===== src/rtl/if_stage.sv =====
// Instruction-fetch stage: program counter, IF/ID pipeline register, branch/jump
// redirect with a one-slot flush, and saturating stall/flush debug counters.
module if_stage #(
  parameter logic [31:0] RESET_PC  = 32'h0000_0000,
  parameter logic [31:0] NOP_INSTR = 32'h0000_0000,
  parameter int          CNT_W     = 16
) (
  input  logic             clk,
  input  logic             rst,
  input  logic             en_PC,
  input  logic             en_IF,
  input  logic             branch_taken,
  input  logic [31:0]      branch_target,
  input  logic             jump,
  input  logic [31:0]      jump_target,
  input  logic [31:0]      instr_in,
  output logic [31:0]      imem_addr,
  output logic [31:0]      IF_ID_pc4,
  output logic [31:0]      IF_ID_instr,
  output logic             IF_ID_valid,
  output logic [4:0]       Rs_out_from_IF,
  output logic [4:0]       Rt_out_from_IF,
  output logic [CNT_W-1:0] stall_cnt,
  output logic [CNT_W-1:0] flush_cnt
);

  localparam logic [CNT_W-1:0] CNT_ONE = {{(CNT_W-1){1'b0}}, 1'b1};

  function automatic logic [CNT_W-1:0] sat_inc(input logic [CNT_W-1:0] v);
    return (&v) ? v : v + CNT_ONE;
  endfunction

  logic [31:0]      pc_p0;
  logic [31:0]      pc4_p0;
  logic             redirect_p0;
  logic [31:0]      target_p0;

  logic [31:0]      pc4_p1;
  logic [31:0]      instr_p1;
  logic             vld_p1;

  logic [CNT_W-1:0] stall_cnt_r;
  logic [CNT_W-1:0] flush_cnt_r;

  // Stage 0: PC and next-PC selection. A stall masks any redirect request;
  // the stalled ID instruction presents it again once the stall releases.
  assign pc4_p0      = pc_p0 + 32'd4;
  assign redirect_p0 = en_PC & (branch_taken | jump);
  assign target_p0   = branch_taken ? branch_target : jump_target;

  always_ff @(posedge clk or negedge rst) begin
    if (!rst) begin
      pc_p0 <= RESET_PC;
    end else if (en_PC) begin
      pc_p0 <= redirect_p0 ? target_p0 : pc4_p0;
    end
  end

  // Stage 1: IF/ID register; a redirect squashes the wrong-path fetch.
  always_ff @(posedge clk or negedge rst) begin
    if (!rst) begin
      pc4_p1   <= 32'h0000_0000;
      instr_p1 <= NOP_INSTR;
      vld_p1   <= 1'b0;
    end else if (en_IF) begin
      pc4_p1 <= pc4_p0;
      if (redirect_p0) begin
        instr_p1 <= NOP_INSTR;
        vld_p1   <= 1'b0;
      end else begin
        instr_p1 <= instr_in;
        vld_p1   <= 1'b1;
      end
    end
  end

  always_ff @(posedge clk or negedge rst) begin
    if (!rst) begin
      stall_cnt_r <= '0;
      flush_cnt_r <= '0;
    end else begin
      if (!en_PC) begin
        stall_cnt_r <= sat_inc(stall_cnt_r);
      end
      if (redirect_p0 && en_IF) begin
        flush_cnt_r <= sat_inc(flush_cnt_r);
      end
    end
  end

  assign imem_addr      = pc_p0;
  assign IF_ID_pc4      = pc4_p1;
  assign IF_ID_instr    = instr_p1;
  assign IF_ID_valid    = vld_p1;
  assign Rs_out_from_IF = instr_p1[25:21];
  assign Rt_out_from_IF = instr_p1[20:16];
  assign stall_cnt      = stall_cnt_r;
  assign flush_cnt      = flush_cnt_r;

endmodule


===== config.mk =====
export PLATFORM = sky130hd
export DESIGN_NAME = if_stage
export DESIGN_NICKNAME = d
export VERILOG_FILES = /design/src/rtl/if_stage.sv
export SDC_FILE = /design/constraint.sdc
export NUM_CORES = 1
export LEC_CHECK = 0
export ABC_CLOCK_PERIOD_IN_PS = 4300
export BUFFER_PORTS_ARGS = -buffer_cell sky130_fd_sc_hd__buf_2
export CAP_MARGIN = 15
export CELL_PAD_IN_SITES_DETAIL_PLACEMENT = 0
export CELL_PAD_IN_SITES_GLOBAL_PLACEMENT = 1
export CORE_MARGIN = 1
export CORE_UTILIZATION = 30
export CTS_CLUSTER_DIAMETER = 30
export DETAILED_ROUTE_END_ITERATION = 10
export MAX_ROUTING_LAYER = met4
export PLACE_DENSITY_LB_ADDON = 0.1
export SLEW_MARGIN = 20
export SYNTH_ARGS = -nofsm -noshare
export SYNTH_HDL_FRONTEND = slang
export SYNTH_SLANG_ARGS = --single-unit

===== constraint.sdc =====
create_clock -name clk -period 4.3 [get_ports clk]
set_input_delay 0.645 -clock clk [delete_from_list [all_inputs] [get_ports clk]]
set_output_delay 0.645 -clock clk [all_outputs]
set_load 0.01 [all_outputs]

==> flow_metrics.tcl <==
set metrics [dict create \
    status "completed" \
    hold_viol 0 \
    slew_violations 0 \
    cts_resized 0 \
    p_sw_share_pct 30.11 \
    seq_area_frac_synth_pct 50.08 \
    antenna_found_initial 1 \
    synth_top_family_by_area "compound AO/OA/AOI/OAI gates" \
    path_class "reg -> reg" \
    netlist_area_sq_um 6446 \
    synth_compound_area_share_pct 18.61 \
    cts_tree "built" \
    drc 0 \
    die_area_sq_um 22080 \
    cap_violations 0 \
    cts_setup_buffers 0 \
    internal-power_mw 2.836 \
    rows 53 \
    die_width_um 148.6 \
    drt_pass1_iterations 5 \
    max_freq_mhz 402.7 \
    dpl.hpwl_mm 14.37 \
    drive_gt1_share_pct 33.00 \
    layout_common_cells "buf_2, dfrtp_1, nand2_1" \
    core_area_sq_um 21020 \
    hp-class "in -> async" \
    setup_viol 0 \
    numCtsBuffers 17 \
    grt_max_degree 71 \
    synth-main-ff-cell "dfrtp_1" \
    area_delta_synth_final_pct 31.54 \
    cp_max_fo 10 \
    drt-wirelength-per-cell_um 17.23 \
    fin_crit_sh_pct 57.75 \
    fin_skew_ns 0.01422 \
    htree_num_levels 4 \
    power.share.sequential_pct 39.5 \
    start_kind "flip-flop" \
    vias 5776 \
    cts_sinks 129 \
    tns_ns 0 \
    rsz0062_at_grt "false" \
    synthAdderAreaFrac_pct 0.5823 \
    yosys.area_share.simple_pct 15.14 \
    synth.area.mux_share_pct 1.844 \
    numPortBuffers 240 \
    initial_utilization_pct 30.66 \
    end_kind "flip-flop" \
    p_comb_share_pct 19.5 \
    critPathArrivalTime_ns 2.79 \
    powerDensity_nw_per_um2 478.5 \
    peakVddDrop_uv 254.8 \
    max-slew-margin-rel_pct 51.87 \
    grt_pass1_wl_mm 31.83 \
    dpl_cell_area_sq_um 7809 \
    ys_ff_latch 129 \
    synth_warnings 0 \
    power_leakage_nw 4.031 \
    antenna_left 0 \
    clk_pin_slew_worst_paths_ns 0.06 \
    final_common_cell "buf_2" \
    grt_pass1_vias 5741 \
    die_h_um 148.6 \
    netlist_instances 679 \
    syn_nets 784 \
    gp_congestion 0.8234 \
    required_ns 4.61 \
    cts_hold_buf 0 \
    p_switching_mw 1.222 \
    nFillCells 2137 \
    synth_edf_count 0 \
    synth.avg_cell_area_sq_um 9.494 \
    drt_wl_total_mm 20.37 \
    clk_path_buf_depth 2 \
    synth-xor-area-share_pct 7.337 \
    cts_root_buf "clkbuf_16" \
    drt_iter0_drc 286 \
    overflow 0 \
    ios 241 \
    min_period_ns 2.483 \
    fin_nets 998 \
    postLayoutCellArea_sq_um 8479 \
    clkPwrFrac_pct 41.0 \
    viasPerCell 4.887 \
    worst_pin_slew_ns 0.7202 \
    ys_types 51 \
    synthArstFlopShare_pct 100.0 \
    grt_util_all_layers_pct 19.45 \
    insertion_delay_ns 0.42 \
]
[logic make-up after synthesis]
group                      after synthesis
muxes                                   11
and+or+nand+nor                        201
buffers and inverters                   93
adders and majority gates                3
xor gates and xnor gates                54
DFF                                    129
AOI/OAI and AO/OA                      188
[state kept, by name, summed over array words and instances, names as in the netlist]
| signal | count |
|---|---|
| IF_ID_valid | 1 |
| imem_addr | 32 |
| IF_ID_instr | 32 |
| IF_ID_pc4 | 32 |
| stall_cnt | 16 |
| flush_cnt | 16 |
[routing by layer]
layer | wire, um | track usage [%] | part of all wire [%] | vias to the layer above
met1 | 9643 | 25.92 | 47 | 2791
met3 | 1037 | 3.497 | 5.1 | 12
met4 | 223 | 6.546 | 1.1 | 0
met2 | 9465 | 29.67 | 46 | 170
met5 | 0 | - | 0 | -
li1 | - | - | - | 2803
[stage by stage]
step / power (mW) / setup WS [ns] / cells / utilization (%) / hold WS, ns
2_1_floorplan: 2.039 / 2.228 / 679 / - / 0.3494
4_1_cts: 4.108 / 1.810 / 1181 / 40.31 / 0.2644
6_report: 4.058 / 1.817 / 1182 / 40.34 / 0.2469
3_5_place_dp: 2.424 / 1.575 / 1149 / 37.15 / 0.4877
3_3_place_gp: 2.407 / 1.669 / 1149 / 37.12 / 0.4699
5_1_grt: 4.273 / 1.619 / 1182 / 40.34 / 0.2737
[power by group through the flow]
stage / combinational [mW] / clock [mW] / sequential, mW
floorplan: 0.378 / 0 / 1.66
global placement: 0.794 / 0 / 1.61
detailed placement: 0.802 / 0 / 1.62
CTS: 0.806 / 1.70 / 1.60
global route: 0.878 / 1.76 / 1.64
finish: 0.792 / 1.66 / 1.60
[layout make-up]
type                       instances  area, sq um  share of cell area (%)
antenna                            1        2.502                 0.02951
multi-input combinational        457         2819                   33.24
inverter                          40        150.1                   1.771
clock inverter                    13        232.7                   2.745
tap                              275        344.1                   4.058
sequential                       129         3228                   38.07
timing repair buffer             248         1270                   14.98
clock buffer                      19        432.9                   5.106
[synth_stat cells (5+ instances only)]
cell / instances / share of area, %
dfrtp_1: 129 / 50
nand2_1: 59 / 3.4
nor2_1: 56 / 3.3
a21oi_1: 50 / 3.9
o21ai_0: 45 / 3.5
inv_1: 38 / 2.2
clkbuf_1: 30 / 1.7
xor2_1: 28 / 3.8
xnor2_1: 26 / 3.5
nand3_1: 25 / 1.9
nand4_1: 18 / 1.7
buf_4: 15 / 1.7
a22oi_1: 13 / 1.5
o31ai_1: 13 / 1.5
a22o_1: 12 / 1.6
a21o_1: 11 / 1.3
and3_1: 11 / 1.1
nor3_1: 10 / 0.78
o22ai_1: 10 / 0.97
a31oi_1: 8 / 0.78
mux2_2: 7 / 1.2
o22a_1: 7 / 0.95
buf_2: 5 / 0.39
or3_1: 5 / 0.49
[critical path, cell delays in order, from the launching register on]
cell	delay (ns)
dfrtp_1	0.47
ha_1	0.35
nand4_2	0.18
nor4_4	0.65
nand3_1	0.27
a21o_1	0.23
a22o_1	0.22
[path summary, 6_finish.rpt]
path / start / endpoint / slack [ns] / depth (start not counted)
max: imem_addr[2]$_DFFE_PN0P_ / imem_addr[30]$_DFFE_PN0P_ / 1.82 / 6
min: rst / IF_ID_instr[18]$_DFFE_PN0P_ / 0.25 / 1
max reg2reg: imem_addr[2]$_DFFE_PN0P_ / imem_addr[30]$_DFFE_PN0P_ / 1.82 / 6
min reg2reg: flush_cnt[6]$_DFFE_PN0P_ / flush_cnt[6]$_DFFE_PN0P_ / 0.50 / 1
max in group asynchronous: rst / IF_ID_pc4[11]$_DFFE_PN0P_ / 3.12 / 2
min in group clk: instr_in[23] / IF_ID_instr[23]$_DFFE_PN0P_ / 0.43 / 3
Note: power is estimated with default switching activity, not from simulation.
